## src/rtl/alu_pkg.sv

```systemverilog
// Shared types and constants for the ALU command issue stage.
// The command word is {a, b, op}, 20 bits wide.
package alu_pkg;

  localparam int ALU_W = 8;

  localparam logic [3:0] OP_AND  = 4'h0;
  localparam logic [3:0] OP_OR   = 4'h1;
  localparam logic [3:0] OP_XOR  = 4'h2;
  localparam logic [3:0] OP_NAND = 4'h3;
  localparam logic [3:0] OP_NOR  = 4'h4;
  localparam logic [3:0] OP_XNOR = 4'h5;
  localparam logic [3:0] OP_ADD  = 4'h6;
  localparam logic [3:0] OP_SUB  = 4'h7;
  localparam logic [3:0] OP_MUL  = 4'h8;
  localparam logic [3:0] OP_DIV  = 4'h9;
  localparam logic [3:0] OP_SHL  = 4'hA;
  localparam logic [3:0] OP_SHR  = 4'hB;
  localparam logic [3:0] OP_ROR  = 4'hC;
  localparam logic [3:0] OP_ROL  = 4'hD;
  localparam logic [3:0] OP_EQ   = 4'hE;
  localparam logic [3:0] OP_GT   = 4'hF;

  typedef struct packed {
    logic [ALU_W-1:0] a;
    logic [ALU_W-1:0] b;
    logic [3:0]       op;
  } alu_cmd_t;

  localparam int CMD_W = $bits(alu_cmd_t);

  typedef enum logic {
    R_EMPTY = 1'b0,
    R_FULL  = 1'b1
  } rsp_state_e;

endpackage

```

## src/rtl/alu_cmd_fifo.sv

```systemverilog
// Synchronous command FIFO with occupancy count and synchronous flush.
// Pointers wrap modulo DEPTH; the count alone separates full from empty.
module alu_cmd_fifo #(
  parameter int DEPTH = 4,
  parameter int WIDTH = 20,
  localparam int AW = $clog2(DEPTH),
  localparam int CW = AW + 1
) (
  input  logic             clk,
  input  logic             rst_n,
  input  logic             flush,
  input  logic             push,
  input  logic             pop,
  input  logic [WIDTH-1:0] wdata,
  output logic [WIDTH-1:0] rdata,
  output logic [CW-1:0]    count
);

  logic [WIDTH-1:0] mem_q [DEPTH];
  logic [AW-1:0]    wr_ptr_q, wr_ptr_d;
  logic [AW-1:0]    rd_ptr_q, rd_ptr_d;
  logic [CW-1:0]    count_q, count_d;
  logic             push_ok, pop_ok;

  assign push_ok = push && !flush && (count_q != CW'(DEPTH));
  assign pop_ok  = pop && !flush && (count_q != '0);

  always_comb begin
    wr_ptr_d = wr_ptr_q;
    rd_ptr_d = rd_ptr_q;
    count_d  = count_q;
    if (flush) begin
      wr_ptr_d = '0;
      rd_ptr_d = '0;
      count_d  = '0;
    end else begin
      wr_ptr_d = wr_ptr_q + AW'(push_ok);
      rd_ptr_d = rd_ptr_q + AW'(pop_ok);
      count_d  = count_q + CW'(push_ok) - CW'(pop_ok);
    end
  end

  always_ff @(posedge clk or negedge rst_n) begin
    if (!rst_n) begin
      wr_ptr_q <= '0;
      rd_ptr_q <= '0;
      count_q  <= '0;
    end else begin
      wr_ptr_q <= wr_ptr_d;
      rd_ptr_q <= rd_ptr_d;
      count_q  <= count_d;
    end
  end

  // Storage carries no reset; an empty FIFO's head is masked by the consumer.
  always_ff @(posedge clk) begin
    if (push_ok) mem_q[wr_ptr_q] <= wdata;
  end

  assign rdata = mem_q[rd_ptr_q];
  assign count = count_q;

endmodule

```

## src/rtl/alu_cmd_issue.sv

```systemverilog
// Command issue / result capture around a combinational 8-bit ALU.
// Commands queue in a FIFO; the head feeds the ALU and its result is registered.
//
// state   | meaning
// R_EMPTY | result register holds nothing
// R_FULL  | result register holds a result awaiting rsp_ready
module alu_cmd_issue
  import alu_pkg::*;
#(
  parameter int DEPTH = 4,
  localparam int CW = $clog2(DEPTH) + 1
) (
  input  logic             clk,
  input  logic             rst_n,
  input  logic             flush,
  input  logic             cmd_valid,
  output logic             cmd_ready,
  input  logic [ALU_W-1:0] cmd_a,
  input  logic [ALU_W-1:0] cmd_b,
  input  logic [3:0]       cmd_op,
  output logic [ALU_W-1:0] alu_a,
  output logic [ALU_W-1:0] alu_b,
  output logic [3:0]       alu_opcode,
  input  logic [ALU_W-1:0] alu_out,
  input  logic             alu_c_out,
  output logic             rsp_valid,
  input  logic             rsp_ready,
  output logic [ALU_W-1:0] rsp_data,
  output logic             rsp_carry,
  output logic             rsp_zero,
  output logic             rsp_div0,
  output logic [CW-1:0]    fifo_count
);

  alu_cmd_t         wr_cmd, head;
  logic [CW-1:0]    count_w;
  logic             head_vld, push, pop, capture, div0_hit;
  rsp_state_e       state_q, state_d;
  logic [ALU_W-1:0] data_q, data_d;
  logic             carry_q, carry_d;
  logic             zero_q, zero_d;
  logic             div0_q, div0_d;

  // Ready looks only at registered occupancy, so a full FIFO never accepts.
  assign cmd_ready = (count_w < CW'(DEPTH));
  assign push      = cmd_valid && cmd_ready && !flush;
  assign head_vld  = (count_w != '0);

  assign wr_cmd.a  = cmd_a;
  assign wr_cmd.b  = cmd_b;
  assign wr_cmd.op = cmd_op;

  alu_cmd_fifo #(
    .DEPTH (DEPTH),
    .WIDTH (CMD_W)
  ) u_fifo (
    .clk   (clk),
    .rst_n (rst_n),
    .flush (flush),
    .push  (push),
    .pop   (pop),
    .wdata (wr_cmd),
    .rdata (head),
    .count (count_w)
  );

  assign alu_a      = head_vld ? head.a  : '0;
  assign alu_b      = head_vld ? head.b  : '0;
  assign alu_opcode = head_vld ? head.op : '0;
  assign div0_hit   = (alu_opcode == OP_DIV) && (alu_b == '0);

  always_ff @(posedge clk or negedge rst_n) begin
    if (!rst_n) begin
      state_q <= R_EMPTY;
      data_q  <= '0;
      carry_q <= 1'b0;
      zero_q  <= 1'b0;
      div0_q  <= 1'b0;
    end else begin
      state_q <= state_d;
      data_q  <= data_d;
      carry_q <= carry_d;
      zero_q  <= zero_d;
      div0_q  <= div0_d;
    end
  end

  always_comb begin
    state_d = state_q;
    if (flush) begin
      state_d = R_EMPTY;
    end else begin
      unique case (state_q)
        R_EMPTY: if (head_vld) state_d = R_FULL;
        R_FULL:  if (rsp_ready && !head_vld) state_d = R_EMPTY;
        default: state_d = R_EMPTY;
      endcase
    end
  end

  // Flush wins over capture; a consumed slot can be refilled in the same cycle.
  always_comb begin
    capture = head_vld && !flush && ((state_q == R_EMPTY) || rsp_ready);
    pop     = capture;
    data_d  = data_q;
    carry_d = carry_q;
    zero_d  = zero_q;
    div0_d  = div0_q;
    if (capture) begin
      if (div0_hit) begin
        data_d  = '1;
        carry_d = 1'b0;
        div0_d  = 1'b1;
      end else begin
        data_d  = alu_out;
        carry_d = alu_c_out;
        div0_d  = 1'b0;
      end
      zero_d = (data_d == '0);
    end
  end

  assign rsp_valid  = (state_q == R_FULL);
  assign rsp_data   = data_q;
  assign rsp_carry  = carry_q;
  assign rsp_zero   = zero_q;
  assign rsp_div0   = div0_q;
  assign fifo_count = count_w;

endmodule

```

## config.mk

```make
export PLATFORM = sky130hd
export DESIGN_NAME = alu_cmd_issue
export DESIGN_NICKNAME = d
export VERILOG_FILES = /design/src/rtl/alu_pkg.sv /design/src/rtl/alu_cmd_fifo.sv /design/src/rtl/alu_cmd_issue.sv
export SDC_FILE = /design/constraint.sdc
export NUM_CORES = 1
export LEC_CHECK = 0
export BUFFER_PORTS_ARGS = -buffer_cell sky130_fd_sc_hd__buf_2
export CORE_MARGIN = 5
export CORE_UTILIZATION = 40
export CTS_CLUSTER_SIZE = 14
export DETAILED_ROUTE_END_ITERATION = 10
export HOLD_SLACK_MARGIN = 0.08
export SYNTH_ARGS = -nofsm -noshare
export SYNTH_HDL_FRONTEND = slang
export SYNTH_SLANG_ARGS = --single-unit
```

## constraint.sdc

```tcl
create_clock -name clk -period 6.1 [get_ports clk]
set_clock_uncertainty 0.15 [all_clocks]
set_input_delay 0.915 -clock clk [delete_from_list [all_inputs] [get_ports clk]]
set_output_delay 0.915 -clock clk [all_outputs]
set_load 0.05 [all_outputs]
```

After elaboration in Yosys (flattened, before gate mapping):

Memories as Yosys holds them, arrays and structs flattened.
Index checks and enable logic that the tools add are counted.

* $lt $le $gt $ge: 1
* add/subtract/negate cells: 4
* equal/unequal tests: 2
* bitwise gates (word level): 1
* reductions and logical operators: 16
* mux-type cells: 16

Operators with widths (count)
* 8-bit 2-to-1 mux: 4
* 8-bit zero test: 2
* 1-bit logical AND: 10
* 1-bit 2-to-1 mux: 7
* 2-bit by 1-bit adder with 2-bit output: 2
* 4-bit equality test, second input constant: 1
* 2-bit 2-to-1 mux: 2
* 4-bit 2-to-1 mux: 1
* 3-bit by 1-bit adder with 3-bit output: 1
* 3-bit < comparator, second input constant: 1
* 3-bit 2-to-1 mux: 1
* 3-bit != test, second input constant: 1
* 3-bit nonzero test: 1
* 3-bit by 1-bit subtractor with 3-bit output: 1
* 1-bit zero test: 2
* 1-bit one-hot mux with 2 select lines: 1
* 1-bit logical OR: 1
* 1-bit NOT: 1

* output and inout bits: 36
* bits in writable memories: 80
* input port bits: 34
* logic and storage cells: 49
* memories kept: 1
* flip-flop bits (word level): 19

Memories
* u_fifo.mem_q: words 4, bits a word 20, read ports 1, clocked after memory_dff 0, write ports 1, line alu_cmd_fifo.sv:19 `logic [WIDTH-1:0] mem_q [DEPTH];`

Depth between registers and ports, before layout:

Gate-level depths: netlist of the first run.

* word-level depth: 8
* mapped depth: 11
* gate-level depth less buffers: 10

Cells and area by module:

From an unflattened synthesis of the first run, not the netlist that was laid out.

* cells, all modules: 214
* area total of the unflattened synthesis: 4051.4 um^2

Modules (own cells, without submodules)
* alu_cmd_fifo: seq. area each 2577.5 um^2, area an instance 3298.2 um^2, cells an instance 140, instances 1
* alu_cmd_issue: seq. area each 300.3 um^2, area an instance 753.2 um^2, cells an instance 74, instances 1

Worst setup path before layout of the first run:

No wires, ideal clock.

* path kind: input port to flip-flop
* from: input port flush
* to: memory u_fifo.mem_q[2][0] (enable)
* stages on the path: 4
* setup time: 0.427 ns
* arrival time: 2.844 ns
* buffers on the path: 1
* path slack: 2.679 ns
* required time: 5.523 ns
* cell sequence: clkbuf_1 -> nor2_1 -> nand2_1 -> nor3b_1

* word-level cells in the longest chain between the ends: 6

Ends and longest elaborated chain
* start, declared: line alu_cmd_issue.sv:15 `input logic flush,`
* 1-bit zero test (*): line alu_cmd_fifo.sv:25, alu_cmd_issue.sv:46
* 1-bit logical AND: line alu_cmd_issue.sv:46 `assign push = cmd_valid && cmd_ready && !flush;`
* 1-bit logical AND (*) (2 in series): line alu_cmd_fifo.sv:25 `assign push_ok = push && !flush && (count_q != CW'(DEPTH));`
* 1-bit 2-to-1 mux (*): line alu_cmd_fifo.sv:57 `if (push_ok) mem_q[wr_ptr_q] <= wdata;`
* 1-bit 2-to-1 mux (not written as such) (*): line alu_cmd_fifo.sv:57
* end, declared: line alu_cmd_fifo.sv:19

Every way passes the cells marked *; elsewhere a longest branch is shown, timed or not.

Worst setup path after layout of the first run:

* from: register u_fifo.rd_ptr_q[0]
* to: output port alu_b[6]

* word-level cells in the longest chain between the ends: 2

Ends and longest elaborated chain
* start, declared: line alu_cmd_fifo.sv:21 `logic [AW-1:0] rd_ptr_q, rd_ptr_d;`
* start signal, assigned: line alu_cmd_fifo.sv:50 `rd_ptr_q <= rd_ptr_d;`
* memory 4 x 20 bit
* 8-bit 2-to-1 mux: line alu_cmd_issue.sv:68 `assign alu_b = head_vld ? head.b : '0;`
* end, declared: line alu_cmd_issue.sv:22 `output logic [ALU_W-1:0] alu_b,`

Every way passes these cells.

==> results of run 1 <==
[routing by layer]
layer / wire [um] / global-route usage (%) / vias up
met5: 0 / 0 / -
met4: 89 / 5.681 / 0
met3: 429 / 3.138 / 6
met2: 3609 / 22.20 / 62
met1: 3227 / 17.32 / 1029
li1: - / - / 979
[worst max path at each step]
stage	end
floorplan	u_fifo.mem_q[2][0]$_DFFE_PP_
global placement	u_fifo.count[2]$_DFF_PN0_
detailed placement	u_fifo.count[2]$_DFF_PN0_
CTS	alu_b[6]
global route	alu_b[1]
finish	alu_b[6]
[critical path, stage by stage (launching register included)]
cell     delay [ns]
dfrtp_1        0.59
buf_4          0.39
mux4_2         0.58
nor2b_1        0.15
buf_2          0.22
[flip-flops by register name, summed over array words and instances (netlist names)]
signal / flops
u_fifo.rd_ptr_q: 2
u_fifo.count: 3
rsp_div0: 1
rsp_carry: 1
u_fifo.wr_ptr_q: 2
rsp_valid: 1
rsp_data: 8
rsp_zero: 1
u_fifo.mem_q: 80
[stage by stage]
step | instance area [um2] | power (W) | setup slack (ns) | hold slack, ns | utilization, %
6_report | 4643 | 0.002196 | 2.748 | 0.3336 | 48.17
3_5_place_dp | 4428 | 0.001782 | 2.736 | 0.3366 | 45.94
5_1_grt | 4643 | 0.002316 | 2.524 | 0.3549 | 48.17
2_1_floorplan | 3909 | 0.001561 | 2.679 | 0.3985 | -
4_1_cts | 4643 | 0.002229 | 2.644 | 0.3344 | 48.17
3_3_place_gp | 4428 | 0.001777 | 2.775 | 0.3302 | 45.94
[logic make-up (layout without fill, tap and decap cells)]
| family | count (synthesis) | count (layout) |
|---|---|---|
| adders and majority gates | 5 | 5 |
| muxes | 20 | 20 |
| buffers and inverters | 16 | 95 |
| and+or+nand+nor | 65 | 65 |
| xor gates and xnor gates | 4 | 4 |
| AOI/OAI and AO/OA | 11 | 11 |
| DFF | 99 | 99 |
[cells in the final DEF (no fill, tap or decap)]
cell       instances
clkinv_4           3
o21ai_1            1
inv_1              6
mux4_2            20
nand4_1            1
clkbuf_8           9
xnor2_1            3
dfrtp_1           19
nor2_2             1
bufinv_16          2
fa_1               1
buf_4              5
nor3_1             3
nor4b_2            1
clkinv_2           1
and2_1             1
nor3b_2            1
a21oi_1            8
buf_2             69
nor2b_1           25
nor4_1             2
a22o_1             1
nand2_1            4
edfxtp_1          80
a31o_1             1
and3_1             1
or3_1              1
nor3_2             2
ha_1               4
nor2_1            22
xor2_1             1
[layout make-up]
type	count	area, um2	area share [%]
clock buffers	9	123.9	2.668
clock inverters	6	91.34	1.967
inverters	6	22.52	0.4850
multi-input cells	105	978.4	21.07
flip-flops and latches	99	2878	61.98
well taps	133	166.4	3.584
repair buffers	74	382.9	8.246
[report_power, final]
| group | internal, W | switching, W |
|---|---|---|
| logic | 0.000261 | 0.000640 |
| registers | 0.000796 | 0.0000499 |
| clock network | 0.000230 | 0.000219 |
==> out/qor.csv, run 1 <==
metric;value;unit
WL final;7.355;mm
GRT Total Usage;13.51;%
1st-iter DRT viols;71;
Slew headroom;26.92;%
Leak;1.725;nW
RSZ-0062 raised after global routing;false;
number of synthesized flops with an enable pin;80;
Area Growth Syn to Fin;18.79;%
Top FF cell, synth;edfxtp_1;
final setup TNS;0;ns
non-filler cells in the finished layout;432;
# DRC;0;
CORE AREA;0.009639;mm2
via count of the first global-routing pass;2176;
GP Congestion;0.7391;
Post-synth ARST share;19.19;%
htree depth;3;
first-pass GRT wire length;11.64;mm
maxcap violations;0;
Peak VDD IR;181.9;uV
CP Class;reg2out;
#FFs+latches synth;99;
clk root buf;clkbuf_8;
effective utilization at floorplan;40.55;%
GRT overflow;0;
Via density;4.806;
final setup violation count;0;
crit path from;u_fifo.rd_ptr_q[0]$_DFF_PN0_;
initial antenna violation count;0;
Cell variety after synth;27;
Synth Area in Adders;1.793;%
CTS Buf Count;9;
chip width;108.9;um
Final period util;54.94;%
Hold-fix buffers, CTS;0;
routed len/inst;17.03;um
# rows;36;
crit end category;primary output;
Inserted Diodes;0;
CTS resizes;0;
Post-synth top cells;80 x edfxtp_1, 25 x nor2b_1, 23 x nor2_1;
Arr. time, crit path;2.29;ns
placed cell count;417;
register-to-register setup slack;2.98;ns
Hold Crit Class;in2async;
nets in the synthesized netlist;259;
CP Max Fanout;15;
Mapped Area;0.003909;mm2
Post-Synth Simple-Gate Area;8.771;%
PortBufs;69;
Worst-Skew Late Latency;0.36;ns
Area contributors post-synth;edfxtp_1 61%, dfrtp_1 12%, mux4_2 12%, nor2b_1 4.0%, nor2_1 2.2%;
Ys Warns;0;
Routed Antenna Nets;0;
most common cell in the netlist;edfxtp_1;
DR vias;2076;
XOR/XNOR share of the synthesized area;0.8963;%
First-pass DRT Iterations;4;
clock sinks;99;
area leader, netlist;edfxtp_1;
final max-slew violation count;0;
Die Ht;108.9;um
Layout fillers;863;
multiplexer share of the synthesized area;11.52;%
Gate Count Post-Synth;220;
Seq/Total Area, Yosys;73.62;%
pin count of the biggest net entering global routing;23;
final hold viol count;0;
CP Data Required Time;5.03;ns
worst reg2reg path startpoint;u_fifo.rd_ptr_q[0]$_DFF_PN0_;
area share of the largest cell type after synthesis;61.46;%
placed wire-length estimate;4.923;mm
CP Launch Type;register;
Reg2Reg Depth;5;
Final Critical Period;3.352;ns
PwrDens;472.9;mW/mm2
Layout Nets;334;
CTS tree;done;
IO Count;70;
FF-to-FF End;rsp_carry$_DFFE_PN0N_;
DIE AREA;0.01185;mm2
status;finished, final reports clean;
Slew @ Worst Pin;1.096;ns
layout cells sized above 1;38.13;%
clock transition at the registers of the reported paths;0.10;ns
syn_area_per_cell;17.77;um2
complex-gate fraction of the synthesized area;1.601;%
Max Freq;298.4;MHz
Setup Fix Bufs, Post-CTS;0;
main combinational cell family by area after synthesis;multiplexers;
maximum root-to-sink buffer count;2;
Note: power is estimated with default switching activity, not from simulation.
==> inputs of run 2 (changes only) <==
clock period = 3.4 ns   (was 6.1 ns; I/O delays follow)
==> run 2 against run 1 <==
Net effect:
- count of clock-buffer cells in the layout is 1 higher
- final cell count is 1.9% higher
- critical path type unchanged
- largest cell class unchanged
- hold slack lost 0.12 ns
==> out/qor.csv, run 2 (synthesized netlist as in run 1, its figures left out) <==
metric;value;unit
Layout fillers;876;
placed wire-length estimate;5.006;mm
WL final;7.242;mm
Setup Fix Bufs, Post-CTS;0;
crit end category;primary output;
non-filler cells in the finished layout;440;
Flop pwr share;39.0;%
Worst-Skew Late Latency;0.35;ns
status;finished, final reports clean;
1st-iter DRT viols;99;
Die Ht;108.9;um
GP Congestion;0.7153;
CP Class;reg2out;
Hold Slack;0.2146;ns
Arr. time, crit path;2.23;ns
FF/Latch Area;0.002878;mm2
Critical Path Max Stage Delay;0.72;ns
Max Freq;346.6;MHz
max reg flops;80;
CTS Buf Count;9;
layout cells sized above 1;38.76;%
Slew headroom;61.16;%
most frequent cells in the layout;80 x edfxtp_1, 69 x buf_2, 25 x nor2b_1;
pre-CTS setup slack;0.4251;ns
via count of the first global-routing pass;2258;
slowest CP cell;dfrtp_1;
DR vias;2117;
Routed Antenna Nets;0;
CP Launch Type;register;
worst reg2reg path startpoint;u_fifo.rd_ptr_q[0]$_DFF_PN0_;
Final period util;84.86;%
clock transition at the registers of the reported paths;0.10;ns
routed len/inst;16.46;um
PnR worst setup slack;0.5148;ns
chip width;108.9;um
CP Max Fanout;11;
crit path to;alu_a[1];
final max-slew violation count;0;
htree depth;3;
Inserted Diodes;0;
PwrDens;833.2;mW/mm2
Multi-input gate area;978.4;um2
Hold-fix buffers, CTS;1;
GRT overflow;0;
Hold Crit Class;in2reg;
Leak;1.747;nW
final setup violation count;0;
DIE AREA;0.01185;mm2
sw frac;41.94;%
Worst Hold Launch;cmd_b[3];
Area Growth Syn to Fin;19.59;%
Reg2Reg Depth;4;
maxcap violations;0;
crit path from;u_fifo.rd_ptr_q[0]$_DFF_PN0_;
pin count of the biggest net entering global routing;22;
register-to-register setup slack;0.56;ns
CORE AREA;0.009639;mm2
CP Cell Sequence;buf_4 -> mux4_2 -> nor2b_1 -> buf_2;
combinational power share;42.3;%
FF-to-FF End;rsp_carry$_DFFE_PN0N_;
final setup TNS;0;ns
effective utilization at floorplan;40.55;%
# DRC;0;
# rows;36;
Slew @ Worst Pin;0.5826;ns
Sw Pwr;0.001633;W
clock share of power;18.7;%
Biggest register;u_fifo.mem_q;
clk root buf;clkbuf_8;
Final Critical Period;2.885;ns
placed cell count;423;
CP Data Required Time;2.74;ns
Via density;4.811;
GRT Total Usage;13.09;%
first-pass GRT wire length;11.47;mm
maximum root-to-sink buffer count;2;
CTS resizes;0;
final hold viol count;0;
CTS tree;done;
Tot Pwr;0.003895;W
Int Pwr;0.002261;W
Layout Nets;341;
RSZ-0062 raised after global routing;false;
Peak VDD IR;339.0;uV
First-pass DRT Iterations;4;
IO Count;70;
clock sinks;99;
initial antenna violation count;0;
PortBufs;69;
commonest non-fill, non-tap cell in the layout;edfxtp_1;
-- run 2: power groups by stage --
stage	Clock (W)	Sequential [W]	Combinational [W]
3_5_place_dp	0	0.00155	0.00167
3_3_place_gp	0	0.00155	0.00166
5_1_grt	0.000807	0.00154	0.00176
4_1_cts	0.000749	0.00152	0.00168
2_1_floorplan	0	0.00176	0.00105
6_report	0.000729	0.00152	0.00165
-- run 2: final cells by class --
cell class | instances | area share, %
clock buffers | 10 | 2.730
multi-input cells | 105 | 20.93
flip-flops and latches | 99 | 61.56
repair buffers | 81 | 9.368
inverters | 6 | 0.4818
clock inverters | 6 | 1.365
well taps | 133 | 3.560
-- run 2: layer usage --
metal / part of all wire, % / GRT usage, % / vias up
met5: 0 / 0 / -
met3: 5.7 / 2.664 / 6
li1: - / - / 990
met1: 43 / 16.55 / 1060
met2: 50 / 22.20 / 61
met4: 1.1 / 5.140 / 0
-- run 2: worst min path at each step --
stage,end,slack [ns],cells after the start
final,u_fifo.mem_q[3][7]$_DFFE_PP_,0.21,1
after global routing,u_fifo.mem_q[1][4]$_DFFE_PP_,0.21,1
after CTS,u_fifo.mem_q[1][7]$_DFFE_PP_,0.20,1
after detailed placement,rsp_div0$_DFFE_PN0N_,0.32,2
after global placement,u_fifo.count[1]$_DFF_PN0_,0.32,1
after floorplan,rsp_carry$_DFFE_PN0N_,0.06,0
-- run 2: worst max-delay path, delay by kind of cell (launching register included) --
kind	cells	cell delay, ns
buf+inv	2	0.49
flops	1	0.72
mux	1	0.52
simple gates	1	0.14
-- run 2: stage by stage --
stage | instance area, um2 | util [%]
floorplan | 3909 | -
global placement | 4473 | 46.40
detailed placement | 4473 | 46.40
CTS | 4674 | 48.49
global route | 4674 | 48.49
finish | 4674 | 48.49
==> inputs of run 3 (changes only) <==
clock period = 2.8 ns   (was 3.4 ns; I/O delays follow)
==> run 3 against run 2 <==
Net effect:
- sequential share of layout area barely moved
- register-to-register slack worse by 0.14 ns
- critical path depth unchanged
- final cell count shrank 0.23%
- sequential power increased by 19%
- hold slack lost 0.10 ns
- critical path type unchanged
==> out/qor.csv, run 3 (synthesized netlist as in run 1, its figures left out) <==
metric;value;unit
GP Congestion;0.7177;
maxcap violations;0;
Critical Path Max Stage Delay;0.56;ns
CORE AREA;0.009639;mm2
slowest CP cell;mux4_2;
FF/Latch Area;0.002880;mm2
CP Cell Sequence;buf_12 -> mux4_2 -> nor2b_1 -> buf_2;
Area Growth Syn to Fin;19.75;%
crit end category;primary output;
maximum root-to-sink buffer count;2;
max reg flops;80;
IO Count;70;
RSZ-0062 raised after global routing;false;
initial antenna violation count;0;
Reg2Reg Depth;6;
final setup TNS;0;ns
Worst Hold Launch;cmd_op[2];
Layout Nets;340;
pin count of the biggest net entering global routing;22;
final max-slew violation count;0;
clock transition at the registers of the reported paths;0.10;ns
final hold viol count;0;
CP Launch Type;register;
CP Data Required Time;2.23;ns
CP Max Fanout;21;
Routed Antenna Nets;0;
Peak VDD IR;570.2;uV
Slew @ Worst Pin;0.4344;ns
commonest non-fill, non-tap cell in the layout;edfxtp_1;
Multi-input gate area;984.7;um2
Tot Pwr;0.004698;W
hold depth;1;
worst reg2reg path startpoint;u_fifo.rd_ptr_q[0]$_DFF_PN0_;
crit path from;u_fifo.rd_ptr_q[0]$_DFF_PN0_;
Hold Crit Class;in2reg;
CTS resizes;0;
Leak;1.738;nW
First-pass DRT Iterations;4;
clock sinks;99;
Crit path max-delay family;multiplexers;
FF-to-FF End;rsp_carry$_DFFE_PN0N_;
CTS tree;done;
1st-iter DRT viols;76;
register-to-register setup slack;0.42;ns
layout cells sized above 1;39.54;%
PwrDens;1004;mW/mm2
Final Critical Period;2.462;ns
status;finished, final reports clean;
final setup violation count;0;
Worst Hold Endpoint;u_fifo.mem_q[1][2]$_DFFE_PP_;
WL final;7.368;mm
chip width;108.9;um
first-pass GRT wire length;11.74;mm
Max Freq;406.2;MHz
CTS Buf Count;9;
DR vias;2158;
Worst-Skew Late Latency;0.36;ns
Final period util;87.93;%
PortBufs;69;
CP bufs+invs;2;
# DRC;0;
Hold-fix buffers, CTS;1;
htree depth;3;
effective utilization at floorplan;40.55;%
Via density;4.916;
routed len/inst;16.78;um
Layout fillers;853;
Biggest register;u_fifo.mem_q;
Inserted Diodes;0;
Arr. time, crit path;1.89;ns
Setup Fix Bufs, Post-CTS;0;
CP Class;reg2out;
clk root buf;clkbuf_8;
Slew headroom;71.04;%
# rows;36;
most frequent cells in the layout;80 x edfxtp_1, 69 x buf_2, 25 x nor2b_1;
Die Ht;108.9;um
via count of the first global-routing pass;2213;
GRT Total Usage;13.63;%
GRT overflow;0;
DIE AREA;0.01185;mm2
placed wire-length estimate;4.765;mm
## run 3: changes by cell type in the layout (fill, tap and decap cells not counted), sizes merged
cell | before | now
bufinv | 1 | 0
buf | 80 | 79
inv | 8 | 9
## run 3: power breakdown
part           internal [W]  switching [W]  total [W]
sequential          0.00174      0.0000773    0.00181
combinational      0.000604        0.00143    0.00204
clock              0.000342       0.000507   0.000849
total               0.00268        0.00202    0.00470
## run 3: layer usage
metal,global-route usage [%],wire [um],vias to the layer above
met5,0,0,-
li1,-,-,991
met2,22.15,3661,72
met3,4.618,527,8
met4,4.599,85,0
met1,17.20,3094,1087
## run 3: worst reg2reg max path, cell delays in order (launching register included)
cell     delay, ns
dfrtp_1       0.38
buf_12        0.22
mux4_2        0.54
nor4_1        0.42
nand4_1       0.14
buf_4         0.20
a31o_1        0.23
## run 3: stage by stage
stage                     area [um2]  util [%]  hold WS (ns)  setup WS, ns  instances
after floorplan                 3916         -      -0.02559       0.01793        220
after global placement          4487     46.55        0.2338        0.4158        422
after detailed placement        4487     46.55        0.2349        0.3867        422
after CTS                       4681     48.56       0.09469        0.2760        439
after global routing            4681     48.56       0.08515        0.2304        439
final                           4681     48.56        0.1123        0.3379        439
## run 3: layout make-up
| cell class | instances | area share (%) |
|---|---|---|
| clock buffer | 10 | 2.727 |
| timing repair buffer | 80 | 9.463 |
| inverter | 6 | 0.4812 |
| sequential | 99 | 61.53 |
| clock inverter | 6 | 1.203 |
| multi-input combinational | 105 | 21.04 |
| tap | 133 | 3.555 |
## run 3: how the worst max path moves through the flow
stage | to | slack [ns] | cells after the start
global route | alu_b[7] | 0.23 | 4
global placement | rsp_carry$_DFFE_PN0N_ | 0.42 | 6
finish | alu_b[7] | 0.34 | 4
detailed placement | rsp_carry$_DFFE_PN0N_ | 0.39 | 6
floorplan | u_fifo.mem_q[0][0]$_DFFE_PP_ | 0.02 | 4
CTS | alu_b[7] | 0.28 | 4
